**src/rtl/sync_fifo_param.sv**
```systemverilog
// sync_fifo_param: parametrised single-clock FIFO for audio sample streams.
//
// Sits between sample producers (ADC/I2S capture) and effect-processing
// stages. Full/empty are derived from a registered fill counter, so pointer
// equality is never used to tell full from empty.
//
// Parameters:
//   DATA_W   - data word width (>= 1)
//   ADDR_W   - address width, DEPTH = 2**ADDR_W (>= 2)
//   AF_LEVEL - almost-full when fill_count >= AF_LEVEL (1..DEPTH)
//   AE_LEVEL - almost-empty when fill_count <= AE_LEVEL (0..DEPTH-1)
//
// Ports:
//   clk, rst_n         - clock (rising edge), async active-low reset
//   wr, data_in        - write request and write data
//   rd                 - read request
//   flush              - synchronous clear of contents, flags and data_out
//   err_clr            - synchronous clear of the sticky error flags
//   data_out           - read data
//   fifo_full/empty    - fill_count == DEPTH / fill_count == 0
//   fifo_almost_full   - fill_count >= AF_LEVEL
//   fifo_almost_empty  - fill_count <= AE_LEVEL
//   fill_count         - words stored, 0..DEPTH
//   fifo_overflow      - sticky: a write was rejected
//   fifo_underflow     - sticky: a read was rejected
//
// Build option:
//   FIFO_FWFT_EN - when defined, first-word-fall-through read: data_out shows
//                  the head word combinationally (0 when empty). When
//                  undefined, data_out is registered with one-cycle latency.

module sync_fifo_param #(
  parameter int unsigned DATA_W   = 8,
  parameter int unsigned ADDR_W   = 4,
  parameter int unsigned AF_LEVEL = 12,
  parameter int unsigned AE_LEVEL = 4
) (
  input  logic              clk,
  input  logic              rst_n,
  input  logic              wr,
  input  logic [DATA_W-1:0] data_in,
  input  logic              rd,
  input  logic              flush,
  input  logic              err_clr,
  output logic [DATA_W-1:0] data_out,
  output logic              fifo_full,
  output logic              fifo_empty,
  output logic              fifo_almost_full,
  output logic              fifo_almost_empty,
  output logic [ADDR_W:0]   fill_count,
  output logic              fifo_overflow,
  output logic              fifo_underflow
);

  localparam int unsigned DEPTH = 2 ** ADDR_W;
  localparam int unsigned CNT_W = ADDR_W + 1;

  logic [DATA_W-1:0] mem_q [DEPTH];

  logic [ADDR_W-1:0] wptr_q, wptr_d;
  logic [ADDR_W-1:0] rptr_q, rptr_d;
  logic [CNT_W-1:0]  count_q, count_d;
  logic              ovf_q, ovf_d;
  logic              udf_q, udf_d;
  logic              wr_ok, rd_ok;

  // Status decodes of the registered count: glitch-free relative to clk.
  assign fifo_full         = (count_q == CNT_W'(DEPTH));
  assign fifo_empty        = (count_q == '0);
  assign fifo_almost_full  = (count_q >= CNT_W'(AF_LEVEL));
  assign fifo_almost_empty = (count_q <= CNT_W'(AE_LEVEL));
  assign fill_count        = count_q;
  assign fifo_overflow     = ovf_q;
  assign fifo_underflow    = udf_q;

  // Acceptance uses the flags as they stand at the edge; flush suppresses both.
  assign wr_ok = wr & ~fifo_full  & ~flush;
  assign rd_ok = rd & ~fifo_empty & ~flush;

  // Pointer and counter next state.
  always_comb begin
    wptr_d  = wptr_q;
    rptr_d  = rptr_q;
    count_d = count_q;
    if (flush) begin
      wptr_d  = '0;
      rptr_d  = '0;
      count_d = '0;
    end else begin
      if (wr_ok) wptr_d = wptr_q + ADDR_W'(1);
      if (rd_ok) rptr_d = rptr_q + ADDR_W'(1);
      case ({wr_ok, rd_ok})
        2'b10:   count_d = count_q + CNT_W'(1);
        2'b01:   count_d = count_q - CNT_W'(1);
        default: count_d = count_q;
      endcase
    end
  end

  // Sticky error flags: a new rejection wins over err_clr in the same cycle.
  always_comb begin
    ovf_d = ovf_q;
    udf_d = udf_q;
    if (flush) begin
      ovf_d = 1'b0;
      udf_d = 1'b0;
    end else begin
      ovf_d = (wr & fifo_full)  | (ovf_q & ~err_clr);
      udf_d = (rd & fifo_empty) | (udf_q & ~err_clr);
    end
  end

  always_ff @(posedge clk or negedge rst_n) begin
    if (!rst_n) begin
      wptr_q  <= '0;
      rptr_q  <= '0;
      count_q <= '0;
      ovf_q   <= 1'b0;
      udf_q   <= 1'b0;
    end else begin
      wptr_q  <= wptr_d;
      rptr_q  <= rptr_d;
      count_q <= count_d;
      ovf_q   <= ovf_d;
      udf_q   <= udf_d;
    end
  end

  // Storage array; contents survive flush and reset.
  always_ff @(posedge clk) begin
    if (wr_ok) mem_q[wptr_q] <= data_in;
  end

`ifdef FIFO_FWFT_EN
  // Head word falls through; forced to zero so an empty FIFO shows no stale data.
  assign data_out = fifo_empty ? '0 : mem_q[rptr_q];
`else
  logic [DATA_W-1:0] dout_q, dout_d;

  // Registered read port: loads on an accepted read, holds otherwise.
  always_comb begin
    dout_d = dout_q;
    if (flush)      dout_d = '0;
    else if (rd_ok) dout_d = mem_q[rptr_q];
  end

  always_ff @(posedge clk or negedge rst_n) begin
    if (!rst_n) dout_q <= '0;
    else        dout_q <= dout_d;
  end

  assign data_out = dout_q;
`endif

endmodule
```
**config.mk**
```make
export PLATFORM = sky130hd
export DESIGN_NAME = sync_fifo_param
export DESIGN_NICKNAME = d
export VERILOG_FILES = /design/src/rtl/sync_fifo_param.sv
export SDC_FILE = /design/constraint.sdc
export NUM_CORES = 1
export LEC_CHECK = 0
export CORE_ASPECT_RATIO = 0.7
export CORE_MARGIN = 4
export CORE_UTILIZATION = 65
export CTS_CLUSTER_DIAMETER = 30
export CTS_CLUSTER_SIZE = 20
export DETAILED_ROUTE_END_ITERATION = 7
export DONT_BUFFER_PORTS = 1
export PLACE_DENSITY_LB_ADDON = 0.12
export SKIP_CTS_REPAIR_TIMING = 1
export SLEW_MARGIN = 20
export SYNTH_ARGS = -nofsm -noshare
export SYNTH_HDL_FRONTEND = slang
export SYNTH_SLANG_ARGS = --single-unit
```
**constraint.sdc**
```tcl
create_clock -name clk -period 5.15 [get_ports clk]
set_clock_uncertainty 0.2 [all_clocks]
set_input_delay 1.03 -clock clk [delete_from_list [all_inputs] [get_ports clk]]
set_output_delay 1.03 -clock clk [all_outputs]
set_load 0.05 [all_outputs]
```
### After elaboration in Yosys (flattened, before gate mapping)

Memories as Yosys holds them, arrays and structs flattened.
Cells that the tools add are included.

| word-level totals | value |
|---|---|
| bits in registers | 23 |
| bits in writable memories | 128 |
| input port bits | 14 |
| memories kept | 1 |

| cells by class | value |
|---|---|
| $add $sub $neg | 4 |
| $lt $le $gt $ge | 2 |
| equal/unequal tests | 3 |
| multiplexer cells | 12 |
| bitwise logic cells | 14 |
| reductions and logical operators | 4 |

Memories:

| name | words | width | rd ports | clocked after Yosys merged registers in | write ports | RTL line | RTL |
|---|---|---|---|---|---|---|---|
| mem_q | 16 | 8 | 1 | 0 | 1 | 58 | `logic [DATA_W-1:0] mem_q [DEPTH];` |

Operator list:

| operator | number |
|---|---|
| $mux 4 | 4 |
| $mux 8 | 2 |
| $pmux 5 s2 | 1 |
| $add 4x1->4 const B | 2 |
| $and 1x1->1 | 8 |
| $add 5x1->5 const B | 1 |
| $eq 5x5->1 const B | 1 |
| $ge 5x4->1 const B | 1 |
| $le 5x3->1 const B | 1 |
| $logic_not 5->1 | 1 |
| $mux 5 | 1 |
| $sub 5x1->5 const B | 1 |
| $mux 1 | 4 |
| $not 1->1 | 4 |
| $reduce_bool 2->1 | 2 |
| $reduce_bool 3->1 | 1 |
| $eq 2x1->1 const B | 1 |
| $eq 2x2->1 const B | 1 |
| $or 1x1->1 | 2 |

### Logic depth before layout (Yosys ltp)

Gate-level depths: netlist of run 1.

| depth | value |
|---|---|
| depth in word-level cells | 7 |
| depth in mapped cells | 9 |

### Least setup slack after synthesis of run 1

Ideal clock, no wire load.

| timing | value |
|---|---|
| kind | register -> output |
| start point | register count_q[0] (netlist: fill_count[0]) |
| end point | output fifo_empty |
| data arrival time | 2.035 ns |
| data required time | 3.920 ns |
| setup slack | 1.885 ns |
| cell stages (with the launch flop) | 4 |
| path through | dfrtp_1 > or4_1 > buf_2 > nor2_1 |

| on the way | value |
|---|---|
| longest elaborated chain between the ends | 1 |

RTL lines:

| item | RTL line | RTL |
|---|---|---|
| start, declared | 62 | `logic [CNT_W-1:0] count_q, count_d;` |
| start signal, assigned | 123 | `count_q <= count_d;` |
| $logic_not 5->1 | 69 | `assign fifo_empty = (count_q == '0);` |
| end, declared | 47 | `output logic fifo_empty,` |

No other way between the ends.

### Final worst setup path of run 1

| timing | value |
|---|---|
| start point | register count_q[1] (netlist: fill_count[1]) |
| end point | output fifo_empty |

Same word-level chain as after synthesis.

==> results of run 1 <==
[synth_stat cells (all sizes together), types with 2 or more instances]
master,n,area share
nand4,2,0.0020
mux2i,2,0.0032
a211oi,2,0.0024
nor3,2,0.0016
buf,14,0.015
nand2,26,0.016
xnor2,5,0.0070
and3,5,0.0050
xor2,4,0.0056
o21ai,2,0.0022
ha,7,0.014
nand3,5,0.0040
or3,2,0.0020
mux4,40,0.14
clkbuf,7,0.0042
or4,2,0.0024
dfrtp,23,0.092
inv,5,0.0030
nor2,29,0.017
nor3b,2,0.0024
a21o,2,0.0024
edfxtp,128,0.62
a21oi,13,0.011
[logic make-up after synthesis]
| group | count (synthesis) | share of synthesized area |
|---|---|---|
| XOR/XNOR | 9 | 0.0126 |
| AND/OR/NAND/NOR | 81 | 0.0623 |
| flip-flops | 151 | 0.708 |
| multiplexers | 43 | 0.150 |
| AO/OA/AOI/OAI | 28 | 0.0309 |
| adder cells (fa/ha/maj) | 7 | 0.0140 |
| buffers and inverters | 26 | 0.0222 |
[worst max-delay path by stage]
stage | slack (ns) | end | cells past startpoint | from
finish | 1.29 | fifo_empty | 2 | fill_count[1]
global route | 1.21 | fifo_empty | 2 | fill_count[1]
CTS | 1.28 | fifo_empty | 2 | fill_count[1]
detailed placement | 1.74 | fifo_empty | 2 | fill_count[1]
global placement | 1.75 | fifo_empty | 2 | fill_count[1]
floorplan | 1.88 | fifo_empty | 3 | fill_count[0]
[layer usage]
layer,GRT usage,share of wire
met4,0.0659,0.017
met3,0.0877,0.10
met5,0,0
met1,0.351,0.42
met2,0.324,0.46
[registers in the layout (all words and copies together) (netlist names)]
register,cells
rptr_q,4
data_out,8
wptr_q,4
fifo_underflow,1
fifo_overflow,1
fill_count,5
mem_q,128
[where the power goes]
| group | leakage [nW] | switching [mW] | internal, mW |
|---|---|---|---|
| Sequential | 1.46 | 0.242 | 1.39 |
| Clock | 0.305 | 0.465 | 0.740 |
| Combinational | 0.538 | 0.382 | 0.323 |
[cell usage in the layout (no fill, tap or decap), types with 4 or more instances in the layout]
master / count
sky130_fd_sc_hd__and3_1: 5
sky130_fd_sc_hd__edfxtp_1: 128
sky130_fd_sc_hd__nor2_1: 29
sky130_fd_sc_hd__nand3_1: 5
sky130_fd_sc_hd__nand2_1: 26
sky130_fd_sc_hd__a21oi_1: 12
sky130_fd_sc_hd__dfrtp_1: 22
sky130_fd_sc_hd__inv_1: 5
sky130_fd_sc_hd__xnor2_1: 5
sky130_fd_sc_hd__clkbuf_16: 20
sky130_fd_sc_hd__clkinv_2: 4
sky130_fd_sc_hd__xor2_1: 4
sky130_fd_sc_hd__ha_1: 7
sky130_fd_sc_hd__mux4_2: 40
[layout make-up]
type	instances	area [um^2]	share of cell area
clock buffer	23	542	0.0785
clock inverter	9	56.3	0.00816
multi-input combinational	168	1680	0.244
sequential	151	4420	0.641
timing repair buffer	3	22.5	0.00326
tap	124	155	0.0225
inverter	5	18.8	0.00272
==> impl_results.rst, run 1 <==
.. list-table::
   :header-rows: 1

   * - Metric
     - Value
   * - Result of the run
     - complete, no violations
   * - Worst min-delay path class
     - in2async
   * - Origin of the critical flop-to-flop path
     - fill_count[2]
   * - Power Total
     - 3.54 mW
   * - Worst setup slack for register-to-register paths
     - ~1.9 ns
   * - Synthesis-to-layout area growth
     - 10.5%
   * - Unrepaired setup endpoints after global routing
     - no
   * - H-tree levels
     - 4
   * - Synth Net Count
     - roughly 370
   * - Worst Reg-to-Reg Cells
     - 4
   * - Number of remaining DRC errors
     - 0
   * - Number of library cell types mapped by synthesis
     - 44
   * - DP HPWL
     - 7580 um
   * - Reg clk slew, reported paths
     - 0.06 ns
   * - Endpoint of the lowest-slack register-to-register path
     - mem_q[15][0]
   * - Power density cells
     - 513 nW/um^2
   * - Total grt overflow
     - 0
   * - Inst Count DP
     - 451
   * - Critical path endpoint category
     - output pin
   * - Total of endpoints with negative setup slack in the final report
     - 0
   * - Portion of the clock cycle consumed by the worst path in the final layout
     - 0.749
   * - Post-synthesis instance total
     - 345
   * - Worst-Skew Late Latency
     - 0.41 ns
   * - Tmin final
     - 3.86 ns
   * - Area of the placeable core
     - between 9000 and 10000 um^2
   * - Vias in the first global route
     - approximately 3100
   * - Effective utilization at floorplan
     - 0.677
   * - Root Buffer Master
     - sky130_fd_sc_hd__clkbuf_16
   * - Number of clock buffers inserted by TritonCTS
     - 17
   * - Register area share after synthesis
     - 0.708
   * - Sum of negative setup slack
     - 0 ns
   * - Total Die Area
     - 11300 um^2
   * - Number of vias per cell after detailed routing
     - 6.53
   * - Delay contributed by the slowest stage of the critical path
     - approximately 0.80 ns
   * - Row count
     - 29
   * - Critical path fanouts, max
     - 8
   * - Finished layout cell area
     - between 6000 and 7000 um^2
   * - Average wire per cell in the routed design
     - 25.2 um
   * - Fin. max-slew vios
     - 0
   * - Vertical die dimension
     - 90.0 um
   * - Starting DRT DRC Count
     - 395
   * - Worst setup slack after placement
     - 1.74 ns
   * - TritonCTS clock tree
     - yes
   * - Number of antenna repair diodes
     - 0
   * - Buffers added on ports
     - 0
   * - Register bit total from synthesis
     - 151
   * - Buf+Inv Stages, Crit Path
     - 0
   * - Aggregate routed wire length
     - 12200 um
   * - Number of hold violations in the final report
     - 0
   * - IO Pins
     - 33
   * - Syn Area/Cell
     - 18.1 um^2
   * - Maximum resistive drop on vdd
     - 426 uV
   * - Cell family with the largest share of critical-path delay
     - simple AND/OR/NAND/NOR gates
   * - Maximum buffer depth of the clock tree
     - 2
   * - FFs w/ async S/R, synth
     - 0.152
   * - Kind of critical path
     - reg2out
   * - Post-synth top flop
     - sky130_fd_sc_hd__edfxtp_1
   * - Data arrival at the endpoint of the critical path
     - roughly 2.6 ns
   * - Count of synthesis-stage warnings from yosys
     - 0
   * - Detailed-routing iteration count for the pre-antenna-repair pass
     - 5
   * - Global router's overall resource usage
     - 0.233
   * - Critical Path, Cell by Cell
     - or4_1 > nor2_1
   * - Upper clock frequency limit
     - 0.259 GHz
   * - Crit path max-delay cell type
     - sky130_fd_sc_hd__or4_1
   * - Die outline width
     - 125 um
   * - Number of enable flip-flop cells after synthesis
     - 128
   * - Mapped Area
     - 6240 um^2
   * - Worst Hold Margin
     - 0.111 ns
   * - Total vias in the final route
     - 3156
   * - Wire length of the first global-routing pass
     - about 19000 um
   * - Pin count of the biggest net entering global routing
     - 36
   * - Number of antenna violations at the first check in global routing
     - 0
   * - Clock sinks
     - 151
   * - Static leakage power
     - 2.31 nW
   * - Share of post-route cells with drive strength above 1
     - 0.231
   * - Number of filler instances in the final layout
     - 521
   * - Post-route ant nets
     - 0
   * - Required time at the worst-slack endpoint
     - 3.92 ns
   * - Worst Max-Slew Pin Slew
     - 1.06 ns
   * - Relative slew slack
     - 0.289
   * - Worst Setup Slack, final
     - 1.29 ns
   * - Startpoint type of the worst setup path
     - register
   * - NumNets Final
     - 367
   * - Routability congestion estimate from global placement
     - 0.877
   * - Number of max-cap violations
     - 0
   * - Final Core Density
     - 0.749
   * - Finished Layout Cells
     - 483
   * - Post-place instance area
     - 6300 um^2
(Power assumes the default switching activity.)
==> run 2: changes to the inputs <==
- CORE_UTILIZATION: 65 -> 57
- clock period: 5.15 -> 3.5 ns (I/O delays scaled with it)
==> run 2 against run 1 <==
Non-clock buffer count up 23. Critical path depth up 2. Final cell count up 9.7%. Clock-buffer cell count down 6. Clock power up 72%. Global-route usage down 1.3 points. Worst setup slack worse by 0.78 ns. Largest power group unchanged. Sequential cell count unchanged. Total power up 58%. Wire length up 4.2%. Sequential share of layout area down 2.7 points. Via count about the same. Highest routed layer unchanged.
==> impl_results.rst, run 2 (synthesis results as in run 1) <==
.. list-table::
   :header-rows: 1

   * - Metric
     - Value
   * - Result of the run
     - complete, no violations (unchanged)
   * - Endpoint of the lowest-slack register-to-register path
     - fill_count[2] (was mem_q[15][0])
   * - Total Die Area
     - 12700 um^2 (was 11300 um^2)
   * - Worst min-delay path class
     - in2reg (was in2async)
   * - Global router's overall resource usage
     - 0.220 (was 0.233)
   * - Flop pwr share
     - 0.406 (was 0.460)
   * - Unrepaired setup endpoints after global routing
     - no (unchanged)
   * - DP HPWL
     - 7910 um (was 7580 um)
   * - H-tree levels
     - 4 (unchanged)
   * - Sum of negative setup slack
     - 0 ns (unchanged)
   * - Worst Hold Margin
     - 0.139 ns (was 0.111 ns)
   * - Worst-Skew Late Latency
     - 0.41 ns (about the same)
   * - Number of hold violations in the final report
     - 0 (unchanged)
   * - Number of vias per cell after detailed routing
     - 5.95 (was 6.53)
   * - Worst Max-Slew Pin Slew
     - 0.699 ns (was 1.06 ns)
   * - Vias in the first global route
     - 3183 (was 3109)
   * - Worst Setup Slack, final
     - 0.510 ns (was 1.29 ns)
   * - Number of max-cap violations
     - 0 (unchanged)
   * - Finished Layout Cells
     - 530 (was 483)
   * - Share of post-route cells with drive strength above 1
     - 0.272 (was 0.231)
   * - Number of remaining DRC errors
     - 0 (unchanged)
   * - Number of antenna repair diodes
     - 0 (unchanged)
   * - Critical path fanouts, max
     - 8 (unchanged)
   * - Detailed-routing iteration count for the pre-antenna-repair pass
     - 4 (was 5)
   * - Vertical die dimension
     - 95.6 um (was 90.0 um)
   * - Total vias in the final route
     - 3153 (was 3156)
   * - Internal power
     - 3.94 mW (was 2.45 mW)
   * - IO Pins
     - 33 (unchanged)
   * - Worst setup slack after placement
     - 0.791 ns (was 1.74 ns)
   * - Commonest non-fill, non-tap cell in the layout
     - sky130_fd_sc_hd__edfxtp_1 (unchanged)
   * - Reg clk slew, reported paths
     - 0.06 ns (about the same)
   * - Net switching power
     - 1.66 mW (was 1.09 mW)
   * - Maximum resistive drop on vdd
     - 427 uV (was 426 uV)
   * - Worst Reg-to-Reg Cells
     - 7 (was 4)
   * - Number of clock buffers inserted by TritonCTS
     - 17 (unchanged)
   * - Top reg by flops
     - mem_q (unchanged)
   * - Synthesis-to-layout area growth
     - 15.5% (was 10.5%)
   * - Critical path endpoint category
     - output pin (unchanged)
   * - Fin. max-slew vios
     - 0 (unchanged)
   * - Depth of the worst hold-timing path
     - 1
   * - Routability congestion estimate from global placement
     - 0.785 (was 0.877)
   * - Required time at the worst-slack endpoint
     - 2.60 ns (was 3.92 ns)
   * - Die outline width
     - 133 um (was 125 um)
   * - Final Core Density
     - 0.686 (was 0.749)
   * - Startpoint type of the worst setup path
     - register (unchanged)
   * - Share of total power in the clock network
     - 0.367 (was 0.341)
   * - Endpoint of the worst hold path
     - fill_count[2]
   * - Wire length of the first global-routing pass
     - 19500 um (was 19100 um)
   * - Portion of the clock cycle consumed by the worst path in the final layout
     - 0.854
   * - Clock sinks
     - 151 (unchanged)
   * - Total of endpoints with negative setup slack in the final report
     - 0 (unchanged)
   * - Total grt overflow
     - 0 (unchanged)
   * - Finished layout cell area
     - 7210 um^2 (was 6900 um^2)
   * - Row count
     - 31 (was 29)
   * - Effective utilization at floorplan
     - 0.594 (was 0.677)
   * - Combinational power share
     - 0.227 (was 0.199)
   * - Post-route ant nets
     - 0 (unchanged)
   * - Inst Count DP
     - 496 (was 451)
   * - Flip-flop count of the largest register after layout
     - 128 (unchanged)
   * - Power Total
     - 5.60 mW (was 3.54 mW)
   * - Worst setup slack for register-to-register paths
     - 0.79 ns (was 1.91 ns)
   * - Number of antenna violations at the first check in global routing
     - 0 (unchanged)
   * - Power density cells
     - 777 nW/um^2 (was 513 nW/um^2)
   * - Maximum buffer depth of the clock tree
     - 2 (unchanged)
   * - Data arrival at the endpoint of the critical path
     - 2.09 ns (was 2.63 ns)
   * - Aggregate routed wire length
     - 12700 um (was 12200 um)
   * - NumNets Final
     - 390 (was 367)
   * - Kind of critical path
     - reg2out (unchanged)
   * - Static leakage power
     - 2.45 nW (was 2.31 nW)
   * - Buffers added on ports
     - 0 (unchanged)
   * - Beginning of the worst hold path
     - flush
   * - Post-place instance area
     - 6500 um^2 (was 6300 um^2)
   * - Average wire per cell in the routed design
     - 23.9 um (was 25.2 um)
   * - TritonCTS clock tree
     - yes (unchanged)
   * - Starting DRT DRC Count
     - 303 (was 395)
   * - Relative slew slack
     - 0.534 (was 0.289)
   * - Upper clock frequency limit
     - roughly 0.33 GHz
   * - Tmin final
     - roughly 3 ns
   * - Root Buffer Master
     - sky130_fd_sc_hd__clkbuf_16 (unchanged)
   * - Most frequent cells in the layout
     - sky130_fd_sc_hd__edfxtp_1, sky130_fd_sc_hd__mux4_2, sky130_fd_sc_hd__nor2_1, sky130_fd_sc_hd__nand2_1, sky130_fd_sc_hd__buf_4 (was sky130_fd_sc_hd__edfxtp_1, sky130_fd_sc_hd__mux4_2, sky130_fd_sc_hd__nor2_1, sky130_fd_sc_hd__nand2_1, sky130_fd_sc_hd__dfrtp_1)
   * - Pin count of the biggest net entering global routing
     - 36 (unchanged)
   * - Origin of the critical flop-to-flop path
     - fill_count[1] (was fill_count[2])
   * - Switching fraction of total power
     - 0.297 (was 0.308)
   * - Area of the placeable core
     - 10500 um^2 (was 9220 um^2)
run 2: power groups by stage:
| stage | Combinational [mW] | Clock [mW] | Sequential (mW) |
|---|---|---|---|
| after detailed placement | 1.26 | 0 | 2.32 |
| after global placement | 1.25 | 0 | 2.31 |
| after floorplan | 0.947 | 0 | 2.35 |
| after global routing | 1.37 | 2.18 | 2.30 |
| after CTS | 1.27 | 2.09 | 2.28 |
| final | 1.27 | 2.06 | 2.28 |
run 2: area by class of cell:
type	instances	area, um^2
clock buffer	17	425
clock inverter	15	250
fill	681	3300
inverter	5	18.8
multi-input combinational	168	1680
sequential	151	4420
tap	148	185
timing repair buffer	26	223
run 2: worst max-delay path, cell delays in order, from the launching register on:
cell and delay (ns):
sky130_fd_sc_hd__dfrtp_1 0.40, sky130_fd_sc_hd__buf_4 0.22, sky130_fd_sc_hd__or4_1 0.69, sky130_fd_sc_hd__nor2_1 0.14
sky130_fd_sc_hd__buf_4 0.22
run 2: worst max path at each step:
stage               slack (ns)             to           from  depth (start not counted)
floorplan                 0.56     fifo_empty  fill_count[0]                          3
global placement          0.83  fill_count[2]  fill_count[1]                          7
detailed placement        0.79  fill_count[2]  fill_count[1]                          7
CTS                       0.50     fifo_empty  fill_count[1]                          4
global route              0.44     fifo_empty  fill_count[1]                          4
finish                    0.51     fifo_empty  fill_count[1]                          4
run 2: per-layer routing:
metal / share of wire / global-route usage
met1: 0.41 / 0.324
met5: 0 / 0
met2: 0.46 / 0.321
met4: 0.012 / 0.0856
met3: 0.12 / 0.0570
==> run 3: changes to the inputs <==
- MAX_ROUTING_LAYER: not set -> met4
==> run 3 against run 2 <==
Register-to-register slack lost 0.02 ns. Clock-buffer cell count unchanged. Combinational power hardly changed. Sequential share of layout area unchanged. Global-route usage increased by 0.74 points. Wire length grew 0.25%. Total power up 0.11%. First-iteration DRC count fell by 2.0%. Sequential cell count did not move. Critical path type unchanged. Largest cell class unchanged.
==> impl_results.rst, run 3 (synthesis results as in run 1) <==
.. list-table::
   :header-rows: 1

   * - Metric
     - Value
   * - Number of remaining DRC errors
     - 0 (unchanged)
   * - Vias in the first global route
     - 3176 (was 3183)
   * - Pin count of the biggest net entering global routing
     - 36 (unchanged)
   * - Number of antenna violations at the first check in global routing
     - 0 (unchanged)
   * - Fin. max-slew vios
     - 0 (unchanged)
   * - Effective utilization at floorplan
     - 0.594 (unchanged)
   * - Share of post-route cells with drive strength above 1
     - 0.272 (unchanged)
   * - Critical path fanouts, max
     - 8 (unchanged)
   * - Required time at the worst-slack endpoint
     - 2.60 ns (about the same)
   * - Most frequent cells in the layout
     - sky130_fd_sc_hd__edfxtp_1, sky130_fd_sc_hd__mux4_2, sky130_fd_sc_hd__nor2_1, sky130_fd_sc_hd__nand2_1, sky130_fd_sc_hd__buf_4 (unchanged)
   * - Result of the run
     - complete, no violations (unchanged)
   * - Relative slew slack
     - 0.527 (was 0.534)
   * - Portion of the clock cycle consumed by the worst path in the final layout
     - 0.854 (about the same)
   * - Worst-Skew Late Latency
     - 0.41 ns (about the same)
   * - Worst min-delay path class
     - in2reg (unchanged)
   * - Aggregate routed wire length
     - 12700 um (about the same)
   * - Register cell area after layout
     - 4420 um^2 (unchanged)
   * - Number of vias per cell after detailed routing
     - 6.04 (was 5.95)
   * - Area of the placeable core
     - 10500 um^2 (unchanged)
   * - Startpoint type of the worst setup path
     - register (unchanged)
   * - Buffers added on ports
     - 0 (unchanged)
   * - IO Pins
     - 33 (unchanged)
   * - Average wire per cell in the routed design
     - 24.0 um (was 23.9 um)
   * - Flip-flop count of the largest register after layout
     - 128 (unchanged)
   * - Starting DRT DRC Count
     - 297 (was 303)
   * - Total of endpoints with negative setup slack in the final report
     - 0 (unchanged)
   * - Sum of negative setup slack
     - 0 ns (unchanged)
   * - Number of clock buffers inserted by TritonCTS
     - 17 (unchanged)
   * - Detailed-routing iteration count for the pre-antenna-repair pass
     - 4 (unchanged)
   * - TritonCTS clock tree
     - yes (unchanged)
   * - Power density cells
     - 778 nW/um^2 (was 777 nW/um^2)
   * - Maximum resistive drop on vdd
     - 424 uV (was 427 uV)
   * - Static leakage power
     - 2.45 nW (unchanged)
   * - Number of filler instances in the final layout
     - 681 (unchanged)
   * - Top reg by flops
     - mem_q (unchanged)
   * - Number of antenna repair diodes
     - 0 (unchanged)
   * - Wire length of the first global-routing pass
     - 19600 um (was 19500 um)
   * - Routability congestion estimate from global placement
     - 0.796 (was 0.785)
   * - DP HPWL
     - 7910 um (unchanged)
   * - Maximum buffer depth of the clock tree
     - 2 (unchanged)
   * - Total vias in the final route
     - 3202 (was 3153)
   * - Total grt overflow
     - 0 (unchanged)
   * - Area of combinational cells with multiple inputs
     - 1680 um^2 (unchanged)
   * - Upper clock frequency limit
     - 0.335 GHz (was 0.334 GHz)
   * - Post-route ant nets
     - 0 (unchanged)
   * - Number of max-cap violations
     - 0 (unchanged)
   * - Reg clk slew, reported paths
     - 0.06 ns (about the same)
   * - Number of hold violations in the final report
     - 0 (unchanged)
   * - Worst Max-Slew Pin Slew
     - 0.709 ns (was 0.699 ns)
   * - Tmin final
     - 2.99 ns (about the same)
   * - NumNets Final
     - 390 (unchanged)
   * - Kind of critical path
     - reg2out (unchanged)
   * - Critical path endpoint category
     - output pin (unchanged)
   * - Vertical die dimension
     - 95.6 um (unchanged)
   * - Unrepaired setup endpoints after global routing
     - no (unchanged)
   * - Total Die Area
     - 12700 um^2 (unchanged)
   * - Final Core Density
     - 0.686 (unchanged)
   * - Data arrival at the endpoint of the critical path
     - 2.09 ns (about the same)
   * - H-tree levels
     - 4 (unchanged)
   * - Root Buffer Master
     - sky130_fd_sc_hd__clkbuf_16 (unchanged)
   * - Row count
     - 31 (unchanged)
   * - Clock sinks
     - 151 (unchanged)
   * - Synthesis-to-layout area growth
     - 15.5% (unchanged)
   * - Die outline width
     - 133 um (unchanged)
   * - Global router's overall resource usage
     - 0.227 (was 0.220)
   * - Commonest non-fill, non-tap cell in the layout
     - sky130_fd_sc_hd__edfxtp_1 (unchanged)
[run 3: cell counts in the layout (fill, tap and decap cells not counted)]
Identical to the previous run, type by type.
[run 3: worst paths after layout]
path,from,slack [ns],to,depth (start not counted)
worst max-delay path,fill_count[1],0.51,fifo_empty,4
worst min-delay path,flush,0.14,fill_count[2],1
worst max register to register,fill_count[1],0.77,fill_count[2],7
worst min register to register,wptr_q[3],0.42,wptr_q[3],2
max in group asynchronous,rst_n,2.44,rptr_q[0],2
min in group asynchronous,rst_n,0.50,data_out[2],2
[run 3: where the power goes]
group	internal (mW)	switching (mW)
logic	0.555	0.716
registers	2.04	0.237
clock network	1.34	0.716
total	3.94	1.67
[run 3: per-stage QoR]
stage / instances / power [mW] / cell area (um^2) / hold slack [ns] / setup WS [ns]
2_1_floorplan: 345 / 3.29 / 6240 / 0.204 / 0.565
3_3_place_gp: 496 / 3.57 / 6500 / 0.205 / 0.825
3_5_place_dp: 496 / 3.58 / 6500 / 0.205 / 0.791
4_1_cts: 528 / 5.64 / 7180 / -0.240 / 0.501
5_1_grt: 530 / 5.85 / 7210 / 0.121 / 0.442
6_report: 530 / 5.61 / 7210 / 0.144 / 0.511
[run 3: final cells by class]
class | count | share of cell area
multi-input cells | 168 | 0.234
well taps | 148 | 0.0257
inverters | 5 | 0.00260
clock inverters | 15 | 0.0347
clock buffers | 17 | 0.0590
repair buffers | 26 | 0.0309
flip-flops and latches | 151 | 0.613
[run 3: worst max-delay path, stage by stage, from the launching register on]
cell and delay (ns):
sky130_fd_sc_hd__dfrtp_1 0.40, sky130_fd_sc_hd__buf_4 0.22, sky130_fd_sc_hd__or4_1 0.69, sky130_fd_sc_hd__nor2_1 0.14, sky130_fd_sc_hd__buf_4 0.21
[run 3: layer usage]
| metal | up-vias | wire (um) | track usage | part of all wire |
|---|---|---|---|---|
| met1 | 1660 | 5690 | 0.325 | 0.45 |
| li1 | 1406 | - | - | - |
| met3 | 18 | 950 | 0.0570 | 0.075 |
| met2 | 118 | 5910 | 0.321 | 0.46 |
| met5 | - | 0 | - | 0 |
| met4 | 0 | 161 | 0.0856 | 0.013 |
